$ cat src/rtl/rst_pkg.sv
// Shared types for the reset sequencer: FSM states and reset-cause encoding.
package rst_pkg;

  typedef enum logic [2:0] {
    ST_RESET,
    ST_HOLD,
    ST_WAIT_LOCK,
    ST_REL,
    ST_RUN
  } state_t;

  localparam int CAUSE_SW   = 0;
  localparam int CAUSE_EXT  = 1;
  localparam int CAUSE_LOCK = 2;

  typedef logic [2:0] cause_t;

endpackage

$ cat src/rtl/rst_seq_sync2.sv
// Generic two-flop synchronizer; P_RST is the value both flops take while in reset.
module sync2 #(
  parameter logic P_RST = 1'b0
) (
  input  logic i_clk,
  input  logic i_arst,
  input  logic d_i,
  output logic q_o
);

  logic meta_q;
  logic sync_q;

  always_ff @(posedge i_clk or posedge i_arst) begin
    if (i_arst) begin
      meta_q <= P_RST;
      sync_q <= P_RST;
    end else begin
      meta_q <= d_i;
      sync_q <= meta_q;
    end
  end

  assign q_o = sync_q;

endmodule

$ cat src/rtl/rst_seq.sv
// Reset sequencer: merges pushbutton, software and lock-loss resets, stretches the
// event, waits for PLL lock, then releases the outputs in index order.
module rst_seq
  import rst_pkg::*;
#(
  parameter int P_NOUT = 3,
  parameter int P_HOLD = 16,
  parameter int P_GAP  = 8,
  parameter int P_DBW  = 4
) (
  input  logic              i_clk,
  input  logic              i_arst,
  input  logic              i_ext_rst_n,
  input  logic              i_pll_lock,
  input  logic              i_sw_rst,
  output logic [P_NOUT-1:0] o_rst,
  output logic              o_ready,
  output logic [2:0]        o_cause
);

  localparam int CNT_MAX = (P_HOLD > P_GAP) ? P_HOLD : P_GAP;
  localparam int CNT_W   = $clog2(CNT_MAX + 1);
  localparam int DB_W    = $clog2(P_DBW + 1);
  localparam int IDX_W   = (P_NOUT > 1) ? $clog2(P_NOUT) : 1;

  logic              ext_s;
  logic              lock_s;
  logic [DB_W-1:0]   dbc_q;
  logic [CNT_W-1:0]  cnt_q;
  logic [CNT_W-1:0]  cnt_inc;
  logic [IDX_W-1:0]  idx_q;
  state_t            state_q;
  logic [P_NOUT-1:0] rst_q;
  logic              ready_q;
  cause_t            cause_q;
  cause_t            src;
  logic              ext_req;
  logic              req;

  // Pushbutton idles high, so its synchronizer resets to "not pressed"; lock resets to "unlocked".
  sync2 #(.P_RST(1'b1)) u_sync_ext (
    .i_clk (i_clk),
    .i_arst(i_arst),
    .d_i   (i_ext_rst_n),
    .q_o   (ext_s)
  );

  sync2 #(.P_RST(1'b0)) u_sync_lock (
    .i_clk (i_clk),
    .i_arst(i_arst),
    .d_i   (i_pll_lock),
    .q_o   (lock_s)
  );

  always_ff @(posedge i_clk or posedge i_arst) begin
    if (i_arst) begin
      dbc_q <= '0;
    end else if (ext_s) begin
      dbc_q <= '0;
    end else if (dbc_q != DB_W'(P_DBW)) begin
      dbc_q <= dbc_q + DB_W'(1);
    end
  end

  assign ext_req = !ext_s && (dbc_q == DB_W'(P_DBW));

  always_comb begin
    src             = '0;
    src[CAUSE_SW]   = i_sw_rst;
    src[CAUSE_EXT]  = ext_req;
    src[CAUSE_LOCK] = !lock_s && ((state_q == ST_REL) || (state_q == ST_RUN));
  end

  assign req     = |src;
  assign cnt_inc = (cnt_q == CNT_W'(CNT_MAX)) ? cnt_q : cnt_q + CNT_W'(1);

  always_ff @(posedge i_clk or posedge i_arst) begin
    if (i_arst) begin
      state_q <= ST_RESET;
      cnt_q   <= '0;
      idx_q   <= '0;
      rst_q   <= '1;
      ready_q <= 1'b0;
      cause_q <= '0;
    end else begin
      case (state_q)
        ST_RESET: begin
          state_q <= ST_HOLD;
          cnt_q   <= '0;
        end
        ST_HOLD: begin
          if (req) begin
            cnt_q <= '0;
          end else if (cnt_q == CNT_W'(P_HOLD - 1)) begin
            state_q <= ST_WAIT_LOCK;
            cnt_q   <= '0;
          end else begin
            cnt_q <= cnt_inc;
          end
        end
        ST_WAIT_LOCK: begin
          if (req) begin
            state_q <= ST_HOLD;
            cnt_q   <= '0;
          end else if (lock_s) begin
            state_q <= ST_REL;
            rst_q   <= rst_q << 1;
            idx_q   <= '0;
            cnt_q   <= '0;
          end
        end
        ST_REL, ST_RUN: begin
          // A new event only begins from REL/RUN, so this is the one place cause is captured.
          if (req) begin
            state_q <= ST_HOLD;
            cnt_q   <= '0;
            rst_q   <= '1;
            ready_q <= 1'b0;
            cause_q <= src;
          end else if (state_q == ST_REL) begin
            if (cnt_q == CNT_W'(P_GAP - 1)) begin
              cnt_q <= '0;
              if (idx_q == IDX_W'(P_NOUT - 1)) begin
                state_q <= ST_RUN;
                ready_q <= 1'b1;
              end else begin
                rst_q <= rst_q << 1;
                idx_q <= idx_q + IDX_W'(1);
              end
            end else begin
              cnt_q <= cnt_inc;
            end
          end
        end
        default: state_q <= ST_RESET;
      endcase
    end
  end

  assign o_rst   = rst_q;
  assign o_ready = ready_q;
  assign o_cause = cause_q;

endmodule

$ cat config.mk
export PLATFORM = sky130hd
export DESIGN_NAME = rst_seq
export DESIGN_NICKNAME = d
export VERILOG_FILES = /design/src/rtl/rst_pkg.sv /design/src/rtl/rst_seq_sync2.sv /design/src/rtl/rst_seq.sv
export SDC_FILE = /design/constraint.sdc
export NUM_CORES = 1
export LEC_CHECK = 0
export CORE_MARGIN = 1
export CORE_UTILIZATION = 29
export CTS_CLUSTER_SIZE = 12
export DETAILED_ROUTE_END_ITERATION = 6
export PLACE_DENSITY_LB_ADDON = 0.3
export SYNTH_ARGS = -nofsm -noshare
export SYNTH_HDL_FRONTEND = slang
export SYNTH_SLANG_ARGS = --single-unit
$ cat constraint.sdc
create_clock -name i_clk -period 5.5 [get_ports i_clk]
set_input_delay 1.1 -clock i_clk [delete_from_list [all_inputs] [get_ports i_clk]]
set_output_delay 1.1 -clock i_clk [all_outputs]
set_load 0.005 [all_outputs]
==> impl_metrics.tcl <==
set metrics [dict create \
    status "finished clean" \
    vias 962 \
    synthesis.area_um2 1300 \
    drtIter0Drc 45 \
    layout-drive-gt1-share_pct 13.3 \
    cts_htree_levels 1 \
    setup_viol 0 \
    numCtsBuffers 3 \
    cts_setup_buffers 0 \
    r2r-start "cnt_q[1]$_DFFE_PP0P_" \
    hpwl_um 1810 \
    min_from "u_sync_lock.meta_q$_DFF_PP0_" \
    synthArstFlopShare_pct 100 \
    critPathMaxFanout 7 \
    fin_crit_sh_pct 48.4 \
    ctsHoldBuffers 0 \
    critical_path.cell_chain "clkdlybuf4s50_1 > nor2b_1 > and2_1 > o32a_1 > o21bai_1 > mux2_2" \
    drv_cap 0 \
    ir_worst_vdd_mv 0.113 \
    synth_nets 134 \
    yosysUniqueCellTypes 48 \
    place_ws_ps 2560 \
    port_buffers 11 \
    drtPass1Iterations 4 \
    cts_tree "built" \
    hp-class "flip-flop to flip-flop" \
    clk_latency_ps 260 \
    grt_pass1_wl_um 3900 \
    max_slew_margin_pct 40.9 \
    ant_nets 0 \
    grt_pass1_vias 900 \
    critPathLaunchType "input port" \
    avgSynthCellArea_um2 10.6 \
    arrival_ps 2820 \
    synth_seq_cells 24 \
    crit_type "input port to flip-flop" \
    stdcell_count 185 \
    die_h_um 69.0 \
    io-pin-count 12 \
    synth_edf_count 0 \
    drc 0 \
    placed_cells 181 \
    worst_slack_ps 2840 \
    max_freq_ghz 0.375 \
    slew_viol_final 0 \
    grt_util_all_layers_pct 11.4 \
    rsz0062_at_grt "no" \
    grt-ovfl-total 0 \
    root_buffer "clkbuf_8" \
    clk_pin_slew_ps 80 \
    fin_nets 147 \
    vias_per_cell 5.20 \
    die-area_um2 4760 \
    synthFlopType "dfrtp_1" \
    diodes 0 \
    hold_viol 0 \
    cp_slowest_cell "clkdlybuf4s50_1" \
    critical_path_buf_inv_count 1 \
    crit_family "compound AO/OA/AOI/OAI gates" \
    crit_path_end_kind "flip-flop" \
    startpoint "i_sw_rst" \
    wl_per_cell_um 13.1 \
    fin_crit_ps 2660 \
    power_density_nw_per_um2 223 \
    setup_tns_ps 0 \
    yosysWarningCount 0 \
    cp_slowest_stage_delay_ps 540 \
    start_util_pct 31.4 \
    ys_seq_area_share_pct 46.6 \
    clock-sinks 24 \
    core_area_um2 4140 \
    syn_inst 123 \
    finClkSkew_ps 4.40 \
    critical_path_required_ps 5650 \
    area_growth_pct 16.0 \
    num_rows 23 \
    fin_total_pwr_uw 337 \
    grt_max_degree 25 \
    cts-resized-gates 0 \
    wirelength_um 2430 \
    antenna_found_initial 0 \
    die_x_um 69.0 \
    clockBufferDepth 2 \
    tightest_slew_ps 886 \
    place_congestion 0.861 \
    p_leak_nw 0.650 \
]
synthesized netlist by cell type, types with 2 or more instances:
master / n / area share [%]
a211oi_1: 2 / 1.2
a21o_1: 3 / 1.7
a21oi_1: 3 / 1.2
a22o_1: 4 / 2.7
a31oi_1: 2 / 0.96
and2_1: 2 / 0.96
and3_1: 2 / 0.96
dfrtp_1: 19 / 37
dfstp_2: 5 / 10
ha_1: 6 / 5.8
inv_1: 10 / 2.9
nand2_1: 8 / 2.3
nor2_1: 7 / 2.0
nor2b_1: 6 / 2.9
nor3_1: 2 / 0.77
nor3b_2: 2 / 1.9
o21ai_0: 5 / 1.9
o21bai_1: 3 / 1.7
o22a_1: 2 / 1.3
o31ai_1: 2 / 1.2
per-stage QoR:
stage               hold slack [ps]  instance area, um2  utilization [%]
finish                          356                1510             36.4
global route                    366                1510             36.4
CTS                             356                1510             36.4
detailed placement              337                1450             35.1
global placement                333                1450             35.1
floorplan                       331                1300                -
placed cells by master (no fill, tap or decap), types with 3 or more instances in the layout:
cell              n
clkdlybuf4s50_1  11
a22o_1            4
nor2_1            7
a21o_1            3
nor2b_1           6
o21bai_1          3
ha_1              6
nand2_1           8
clkbuf_8          4
dfstp_2           5
a21oi_1           3
o21ai_0           5
dfrtp_1          19
inv_1            10
layer usage:
metal	global-route usage, %	part of all wire, %
met1	13.6	45
met2	19.8	51
met3	3.45	3.0
met4	3.06	0.95
met5	0	0
state kept, by name (all words and copies together), names as in the netlist:
signal              cells
o_ready                 1
o_cause                 3
u_sync_ext.meta_q       1
o_rst                   3
u_sync_ext.q_o          1
dbc_q                   3
cnt_q                   5
state_q                 3
u_sync_lock.q_o         1
u_sync_lock.meta_q      1
idx_q                   2
layout make-up:
class                           count  area [um2]
Clock buffer                        4        55.1
Timing Repair Buffer               11         110
Multi-Input combinational cell     86         637
Inverter                           10        37.5
Tap cell                           50        62.6
Fill cell                         427        2640
Sequential cell                    24         607
path summary, 6_finish.rpt:
| path | cells past startpoint | endpoint | slack [ps] |
|---|---|---|---|
| setup / recovery | 6 | cnt_q[0]$_DFFE_PP0P_ | 2840 |
| hold / removal | 0 | u_sync_lock.q_o$_DFF_PP0_ | 360 |
| setup reg to reg | 8 | cnt_q[0]$_DFFE_PP0P_ | 3200 |
| hold reg to reg | 0 | u_sync_lock.q_o$_DFF_PP0_ | 360 |
| max in group asynchronous | 2 | cnt_q[2]$_DFFE_PP0P_ | 3640 |
| min in group asynchronous | 2 | state_q[0]$_DFFE_PP0P_ | 1320 |
cells by family (layout without fill, tap and decap cells):
family	count (synthesis)	count (layout)	share of synthesized area [%]
mux	2	2	1.63
buf+inv	13	25	4.42
xor+xnor	1	1	0.673
compound gates	37	37	22.1
fa+ha+maj	6	6	5.77
flops	24	24	46.6
simple gates	40	40	18.8
power breakdown:
part	switching, mW	internal, mW	leakage (nW)
clock	0.0538	0.0639	0.0288
combinational	0.0164	0.0132	0.329
sequential	0.00593	0.183	0.292
Note: power is estimated with default switching activity, not from simulation.
